$ cat src/rtl/pipeline_stall_ctrl.sv
// pipeline_stall_ctrl: central pipeline sequencer.
// Merges the hazard stall request, the taken-branch flush and the data-memory
// busy freeze into one prioritised FSM, MEM_BUSY > FLUSH > BRANCH > HAZARD.
// Outputs are Mealy: they follow the inputs in the same cycle.
// Optional feature: define PIPE_WATCHDOG_EN to build the MEM_WAIT watchdog.
// Without it, WDOG_TIMEOUT is tied to 0.
//
// Handshake: MEM_BUSY is a level-sensitive "not ready" from data memory.
// Each cycle it is high, every register from ID_EXE onward holds (PIPE_FREEZE=1).
// The frozen MEM access completes on the first edge that samples MEM_BUSY=0.
// No other request is accepted while MEM_BUSY is high.
module pipeline_stall_ctrl #(
  parameter int FLUSH_CYCLES = 1,
  parameter int CNT_W        = 16,
  parameter int WDOG_LIMIT   = 255
) (
  input  logic             CLK,
  input  logic             RST_N,
  input  logic             HAZARD_DETECTED,
  input  logic             BRANCH_TAKEN,
  input  logic             MEM_BUSY,
  output logic             PC_WRITE_EN,
  output logic             IF_ID_WRITE_EN,
  output logic             IF_ID_FLUSH,
  output logic             ID_EXE_BUBBLE,
  output logic             PIPE_FREEZE,
  output logic [CNT_W-1:0] STALL_COUNT,
  output logic             WDOG_TIMEOUT,
  output logic [1:0]       DBG_STATE
);

  typedef enum logic [1:0] {
    RUN      = 2'd0,
    FLUSH    = 2'd1,
    MEM_WAIT = 2'd2
  } state_t;

  // Reject parameter values the flush counter or watchdog cannot represent.
  if (FLUSH_CYCLES < 1 || FLUSH_CYCLES > 7 || WDOG_LIMIT < 1 || WDOG_LIMIT > 255) begin : g_param_check
    $error("pipeline_stall_ctrl: parameter out of range");
  end

  localparam logic [2:0] FLUSH_RELOAD = 3'(FLUSH_CYCLES - 1);

  state_t           r_state, w_state_next;
  state_t           r_ret_state, w_ret_state_next;
  logic [2:0]       r_flush_cnt, w_flush_cnt_next;
  logic [CNT_W-1:0] r_stall_cnt;
  state_t           w_eff_state;

  // A MEM_WAIT cycle with memory ready is handled as the state it interrupted.
  assign w_eff_state = (r_state == MEM_WAIT) ? r_ret_state : r_state;

  // FSM, return-state and flush-counter registers.
  always_ff @(posedge CLK or negedge RST_N) begin
    if (!RST_N) begin
      r_state     <= RUN;
      r_ret_state <= RUN;
      r_flush_cnt <= 3'd0;
    end else begin
      r_state     <= w_state_next;
      r_ret_state <= w_ret_state_next;
      r_flush_cnt <= w_flush_cnt_next;
    end
  end

  // Next-state and Mealy output decode in priority order.
  always_comb begin
    w_state_next     = r_state;
    w_ret_state_next = r_ret_state;
    w_flush_cnt_next = r_flush_cnt;
    PC_WRITE_EN      = 1'b0;
    IF_ID_WRITE_EN   = 1'b0;
    IF_ID_FLUSH      = 1'b0;
    ID_EXE_BUBBLE    = 1'b0;
    PIPE_FREEZE      = 1'b0;
    if (!RST_N) begin
      // Inject NOPs into IF_ID and ID_EXE while reset is held.
      IF_ID_FLUSH   = 1'b1;
      ID_EXE_BUBBLE = 1'b1;
    end else if (MEM_BUSY) begin
      // Freeze everything. Remember where to resume; the flush counter holds.
      PIPE_FREEZE  = 1'b1;
      w_state_next = MEM_WAIT;
      if (r_state != MEM_WAIT) w_ret_state_next = r_state;
    end else begin
      unique case (w_eff_state)
        FLUSH: begin
          // Wrong-path slots: keep fetching and flushing. Branch and hazard are ignored.
          PC_WRITE_EN    = 1'b1;
          IF_ID_WRITE_EN = 1'b1;
          IF_ID_FLUSH    = 1'b1;
          w_flush_cnt_next = r_flush_cnt - 3'd1;
          if (r_flush_cnt <= 3'd1) begin
            w_flush_cnt_next = 3'd0;
            w_state_next     = RUN;
          end else begin
            w_state_next = FLUSH;
          end
        end
        default: begin
          w_state_next = RUN;
          if (BRANCH_TAKEN) begin
            PC_WRITE_EN    = 1'b1;
            IF_ID_WRITE_EN = 1'b1;
            IF_ID_FLUSH    = 1'b1;
            if (FLUSH_CYCLES > 1) begin
              w_state_next     = FLUSH;
              w_flush_cnt_next = FLUSH_RELOAD;
            end
          end else if (HAZARD_DETECTED) begin
            ID_EXE_BUBBLE = 1'b1;
          end else begin
            PC_WRITE_EN    = 1'b1;
            IF_ID_WRITE_EN = 1'b1;
          end
        end
      endcase
    end
  end

  // Saturating count of cycles spent frozen or bubbling.
  always_ff @(posedge CLK or negedge RST_N) begin
    if (!RST_N) begin
      r_stall_cnt <= '0;
    end else if ((PIPE_FREEZE || ID_EXE_BUBBLE) && (r_stall_cnt != {CNT_W{1'b1}})) begin
      r_stall_cnt <= r_stall_cnt + 1'b1;
    end
  end

  assign STALL_COUNT = r_stall_cnt;
  assign DBG_STATE   = r_state;

`ifdef PIPE_WATCHDOG_EN
  logic [7:0] r_wdog_cnt;
  logic [7:0] w_wdog_inc;
  logic       r_wdog;

  assign w_wdog_inc = (r_wdog_cnt == 8'hFF) ? 8'hFF : r_wdog_cnt + 8'd1;

  // Count consecutive busy cycles. The flag is sticky and only reports; it never unfreezes.
  always_ff @(posedge CLK or negedge RST_N) begin
    if (!RST_N) begin
      r_wdog_cnt <= 8'd0;
      r_wdog     <= 1'b0;
    end else if (MEM_BUSY) begin
      r_wdog_cnt <= w_wdog_inc;
      if (w_wdog_inc >= 8'(WDOG_LIMIT)) r_wdog <= 1'b1;
    end else begin
      r_wdog_cnt <= 8'd0;
    end
  end

  assign WDOG_TIMEOUT = r_wdog;
`else
  assign WDOG_TIMEOUT = 1'b0;
`endif

endmodule

$ cat config.mk
export PLATFORM = sky130hd
export DESIGN_NAME = pipeline_stall_ctrl
export DESIGN_NICKNAME = d
export VERILOG_FILES = /design/src/rtl/pipeline_stall_ctrl.sv
export SDC_FILE = /design/constraint.sdc
export NUM_CORES = 1
export LEC_CHECK = 0
export BUFFER_PORTS_ARGS = -buffer_cell sky130_fd_sc_hd__buf_2
export CAP_MARGIN = 5
export CORE_MARGIN = 5
export CORE_UTILIZATION = 34
export CTS_BUF_LIST = sky130_fd_sc_hd__clkbuf_8
export DETAILED_ROUTE_END_ITERATION = 10
export SYNTH_ARGS = -nofsm -noshare
export SYNTH_HDL_FRONTEND = slang
export SYNTH_SLANG_ARGS = --single-unit
export TNS_END_PERCENT = 10
$ cat constraint.sdc
create_clock -name CLK -period 1.7 [get_ports CLK]
set_input_delay 0.34 -clock CLK [delete_from_list [all_inputs] [get_ports CLK]]
set_output_delay 0.34 -clock CLK [all_outputs]
set_load 0.1 [all_outputs]
==> Word-level counts from Yosys, hierarchy flattened <==
Cells that the tools add are included.
{ "word_totals": {"ff_bits": 23, "output_inout_bits": 24, "word_cells": 37} }
{ "op_classes": {"addsub": 2, "magnitude_cmp": 1, "eq_ne": 4, "mux": 21, "n_bitwise": 1, "reduce_logical": 4} }
{ "ops": {"columns": ["op", "count"], "rows": [
  ["two-way mux 1 bit", 17],
  ["adder 16 x 1 -> 16 bit (second input constant)", 1],
  ["inequality test 16 bit (second input constant)", 1],
  ["two-way mux 2 bit", 3],
  ["AND reduction 3 bit", 2],
  ["<= comparator 3 x 1 -> 1 bit (second input constant)", 1],
  ["two-way mux 3 bit", 1],
  ["subtractor 3 x 1 -> 3 bit (second input constant)", 1],
  ["equality test 2 x 1 -> 1 bit (second input constant)", 1],
  ["equality test 2 bit (second input constant)", 1],
  ["inequality test 2 bit (second input constant)", 1],
  ["logical AND 1 bit", 1],
  ["logical OR 1 bit", 1],
  ["NOT 1 bit", 1]
]} }

==> Longest topological paths before layout <==
{ "depth": {"word_depth": 8, "depth_mapped": 6, "mapped_depth_nobuf": 5} }

==> Least setup slack after synthesis <==
Ideal clock, no wire load.
{ "synth_timing": {"path_type": "register to output", "from": "register r_state[0] (netlist: DBG_STATE[0])", "to": "output port ID_EXE_BUBBLE", "t_arrival_ns": 3.617, "setup_slack_ns": -2.257, "path_stages_with_launch": 5, "n_path_buf": 0, "path_cell_list": "dfrtp_1 > and4bb_4 > nor3_1 > nand2_1 > o21ai_0"} }
{ "synth_via": {"elab_chain_len": 6} }
{ "synth_lines": {"columns": ["item", "line_no", "text"], "rows": [
  ["start: declaration", "45", "state_t r_state, w_state_next;"],
  ["start signal: assignment", "61", "r_state <= w_state_next;"],
  ["equality test 2 bit", "52", "assign w_eff_state = (r_state == MEM_WAIT) ? r_ret_state : r_state;"],
  ["two-way mux 2 bit (*)", "52", null],
  ["equality test 2 x 1 -> 1 bit (*)", "87", "unique case (w_eff_state)"],
  ["two-way mux 1 bit (*)", "87", null],
  ["two-way mux 1 bit (*)", "81", "end else if (MEM_BUSY) begin"],
  ["two-way mux 1 bit (*)", "77", "if (!RST_N) begin"],
  ["end: declaration", "25", "output logic ID_EXE_BUBBLE,"]
]} }
Every way passes the cells marked *; elsewhere a longest branch is shown, timed or not.

==> Worst setup path after layout <==
{ "layout_timing": {"from": "register r_state[1] (netlist: DBG_STATE[1])", "to": "output port PC_WRITE_EN"} }
{ "layout_via": {"elab_chain_len": 6} }
{ "layout_lines": {"columns": ["item", "line_no", "text"], "rows": [
  ["equality test 2 bit", "52", null],
  ["two-way mux 2 bit (*)", "52", null],
  ["equality test 2 x 1 -> 1 bit (*)", "87", null],
  ["two-way mux 1 bit (*)", "87", null],
  ["two-way mux 1 bit (*)", "81", null],
  ["two-way mux 1 bit (*)", "77", null],
  ["end: declaration", "22", "output logic PC_WRITE_EN,"]
]} }
Marked as above.

==> out/summary.md <==
* **Cell variety after synth** 34
* **sequential share of the synthesized area** 44.88%
* **Clock Root Buffer** sky130_fd_sc_hd__clkbuf_8
* **Power per Cell Area** 1630 mW/mm^2
* **worst endpoint required time** 1.36 ns
* **most used cells in the layout excluding fill and tap cells** sky130_fd_sc_hd__buf_2, sky130_fd_sc_hd__buf_4, sky130_fd_sc_hd__dfrtp_2
* **first-iteration detailed-routing DRC count** 22
* **# clock sinks** 23
* **Final period util** 118.6%
* **Peak supply drop** 1.050 mV
* **final weighted congestion of routability-driven global placement** 0.8057
* **final setup violation count** 15
* **global-route wire length before repair** 5651 um
* **dominant synthesized flop cell** sky130_fd_sc_hd__dfrtp_1
* **cell count of the worst reg-to-reg path** 6
* **Die Y** 71.42 um
* **total I/O pin count** 29
* **maximum clock skew at final layout** 0.005636 ns
* **Syn Std Cell Area** 0.001282 mm^2
* **critical path capture point type** output port
* **DRC viols** 0
* **TritonCTS clock tree** built
* **simple logic cell fraction of the synthesized area** 22.24%
* **number of max-capacitance violations reported** 0
* **clk slew on worst S/H paths** 0.08 ns
* **length of the first detailed-routing pass in iterations** 4
* **Post-Place Cell Area** 0.001753 mm^2
* **share of the synthesized netlist area taken by xor and xnor gates** 8.195%
* **vias in the first global route** 1183
* **WL final** 3256 um
* **dominant combinational cell family by area after synthesis** simple AND/OR/NAND/NOR gates
* **count of final hold-check violations** 0
* **share of flip-flops with an asynchronous set or reset** 100.0%
* **total of buffers placed on input and output ports** 27
* **number of cells in the finished layout apart from fillers** 223
* **post-synthesis share of cell area spent on full adders, half adders and majority gates** 2.927%
* **HPWL after detailed placement** 2410 um
* **Final Max Slew Viols** 0
* **result of the run** complete, but fails checks
* **maximum level of the CTS H-tree** 1
* **Crit path arrival time** 1.68 ns
* **Yosys reg bits** 23
* **number of buffers between clock root and the deepest sink** 2
* **Die Width** 71.42 um
* **startpoint kind of the worst setup timing path** flop
* **CP startpoint** DBG_STATE[1]$_DFFE_PN0P_
* **final standard cell area without fillers** 0.001958 mm^2
* **global route total overflow** 0
* **mean instance size in the synthesized netlist** 10.34 um^2
* **setup total negative slack** -2.459 ns
* **Final Power** 0.003192 W
* **antenna cell count** 0
* **routed length per placed instance** 14.60 um
* **Leak** 0.8108 nW
* **Layout Utilization** 53.49%
* **synthesized-area fraction occupied by ao, oa, aoi and oai cells** 12.39%
* **number of placement rows** 22
* **number of instances in the synthesized netlist** 124
* **Die Outline Area** 0.005100 mm^2
* **worst-case setup margin in the final layout** -0.3164 ns
* **launch instance of the worst register-to-register path** DBG_STATE[1]$_DFFE_PN0P_
* **layout cell share with drive strength beyond 1** 57.71%
* **latest clock arrival within the worst-skew pair** 0.26 ns
* **Synth-to-Final Area Change** 52.68%
* **destination of the worst register-to-register timing path** STALL_COUNT[9]$_DFFE_PN0P_
* **post-synthesis mux area share** 3.512%
* **Tightest Hold Check Type** primary input to asynchronous set/reset pin
* **Initial Util** 35.03%
* **slack of the worst reg-to-reg path** -0.22 ns
* **net count of the mapped netlist** 132
* **Max Fanout on Critical Path** 7
* **pin count of the biggest net entering global routing** 13
* **placeable core region** 0.003661 mm^2
* **count of antenna-violating nets left after detailed routing** 0
* **Final #Nets** 184
* **CP Capture Point** PC_WRITE_EN
* **violations in the final reports** setup timing
* **number of flops mapped to enable cells by yosys** 0
* **unrepaired setup endpoints after global routing** yes
* **class of the most critical setup path** flop to output port
* **Cell Count Post-Placement** 216
* **share of the synthesized area in the top cell type** 44.88%
* **final worst path period need** 2.016 ns
* **antenna violations before repair** 0
* **total via count in the routed design** 1108
* **cell types with the largest area share after synthesis** sky130_fd_sc_hd__dfrtp_1, sky130_fd_sc_hd__xor2_1, sky130_fd_sc_hd__nor4_2
* **top cell type by total area after synthesis** sky130_fd_sc_hd__dfrtp_1
* **Num CTS Buffers** 3
* **total global-route track usage** 13.79%
* **number of warnings issued by yosys** 0
* **fmax** 0.4959 GHz
* **via density per instance** 4.969
-- area by class of cell --
cell class	count	area, um^2
well taps	48	60.06
clock buffers	3	41.29
inverters	8	30.03
clock inverters	1	3.754
fillers	329	1703
repair buffers	53	437.9
multi-input cells	87	777.0
flip-flops and latches	23	608.1
-- state kept, by name, indices dropped and copies added, names as in the netlist --
| register | cells |
|---|---|
| DBG_STATE | 2 |
| STALL_COUNT | 16 |
| r_flush_cnt | 3 |
| r_ret_state | 2 |
-- where the power goes --
part	internal (W)	switching (W)	total, W
Sequential	0.000732	0.000182	0.000914
Combinational	0.000431	0.00151	0.00194
Clock	0.000161	0.000173	0.000334
-- cells in the mapped netlist, types with 2 or more instances --
cell and n:
sky130_fd_sc_hd__inv_1 8, sky130_fd_sc_hd__nor3_1 4, sky130_fd_sc_hd__o211ai_1 2, sky130_fd_sc_hd__mux2_2 4, sky130_fd_sc_hd__ha_1 3, sky130_fd_sc_hd__o31ai_1 2, sky130_fd_sc_hd__dfrtp_1 23, sky130_fd_sc_hd__a211oi_1 4
sky130_fd_sc_hd__nor4_2 4, sky130_fd_sc_hd__clkbuf_1 2, sky130_fd_sc_hd__a21oi_1 3, sky130_fd_sc_hd__nand3_1 8, sky130_fd_sc_hd__buf_4 3, sky130_fd_sc_hd__nor2_1 4, sky130_fd_sc_hd__nand2_1 10, sky130_fd_sc_hd__nand4_1 3
sky130_fd_sc_hd__xor2_1 12, sky130_fd_sc_hd__and3_1 2, sky130_fd_sc_hd__o21ai_0 8
-- worst max-delay path, stage by stage, from the launching register on --
cell	delay (ns)
sky130_fd_sc_hd__dfrtp_4	0.48
sky130_fd_sc_hd__and4bb_4	0.21
sky130_fd_sc_hd__o311a_4	0.41
sky130_fd_sc_hd__buf_6	0.16
sky130_fd_sc_hd__buf_12	0.16
-- timing repair --
action                                  CTS  global route
buffers inserted                          2             1
gates resized for setup                   7            18
endpoints found under the setup margin   21            22
cloned                                    0             0
pin swaps                                 5            11
hold buffers                              0             0
-- layer usage --
| metal | routed length (um) | GRT usage [%] | up-vias |
|---|---|---|---|
| li1 | - | - | 540 |
| met1 | 1354 | 17.03 | 536 |
| met2 | 1749 | 24.59 | 30 |
| met3 | 143 | 3.647 | 2 |
| met4 | 9 | 1.879 | 0 |
| met5 | 0 | 0 | - |
-- logic make-up (layout without fill, tap and decap cells) --
| logic type | count (synthesis) | after routing |
|---|---|---|
| and+or+nand+nor | 45 | 45 |
| AOI/OAI and AO/OA | 22 | 22 |
| other | 1 | 1 |
| xor gates and xnor gates | 12 | 12 |
| DFF | 23 | 23 |
| adders and majority gates | 3 | 3 |
| muxes | 4 | 4 |
| buffers and inverters | 14 | 65 |
-- how the worst min path moves through the flow --
stage / endpoint / slack, ns / cells past startpoint
final: DBG_STATE[0]$_DFFE_PN0P_ / 0.05 / 2
after global placement: r_ret_state[0]$_DFFE_PN0P_ / 0.33 / 2
after global routing: r_ret_state[0]$_DFFE_PN0P_ / 0.04 / 2
after detailed placement: DBG_STATE[0]$_DFFE_PN0P_ / 0.33 / 2
after floorplan: STALL_COUNT[10]$_DFFE_PN0P_ / 0.04 / 0
after CTS: DBG_STATE[0]$_DFFE_PN0P_ / 0.05 / 2
-- through the flow --
| stage | worst slack [ns] | hold slack [ns] |
|---|---|---|
| final | -0.3164 | 0.04873 |
| after global routing | -0.3721 | 0.04243 |
| after CTS | -0.3138 | 0.04766 |
| after detailed placement | -0.1909 | 0.3303 |
| after global placement | -0.1548 | 0.3344 |
| after floorplan | -0.4051 | 0.04441 |
(Power assumes the default switching activity.)
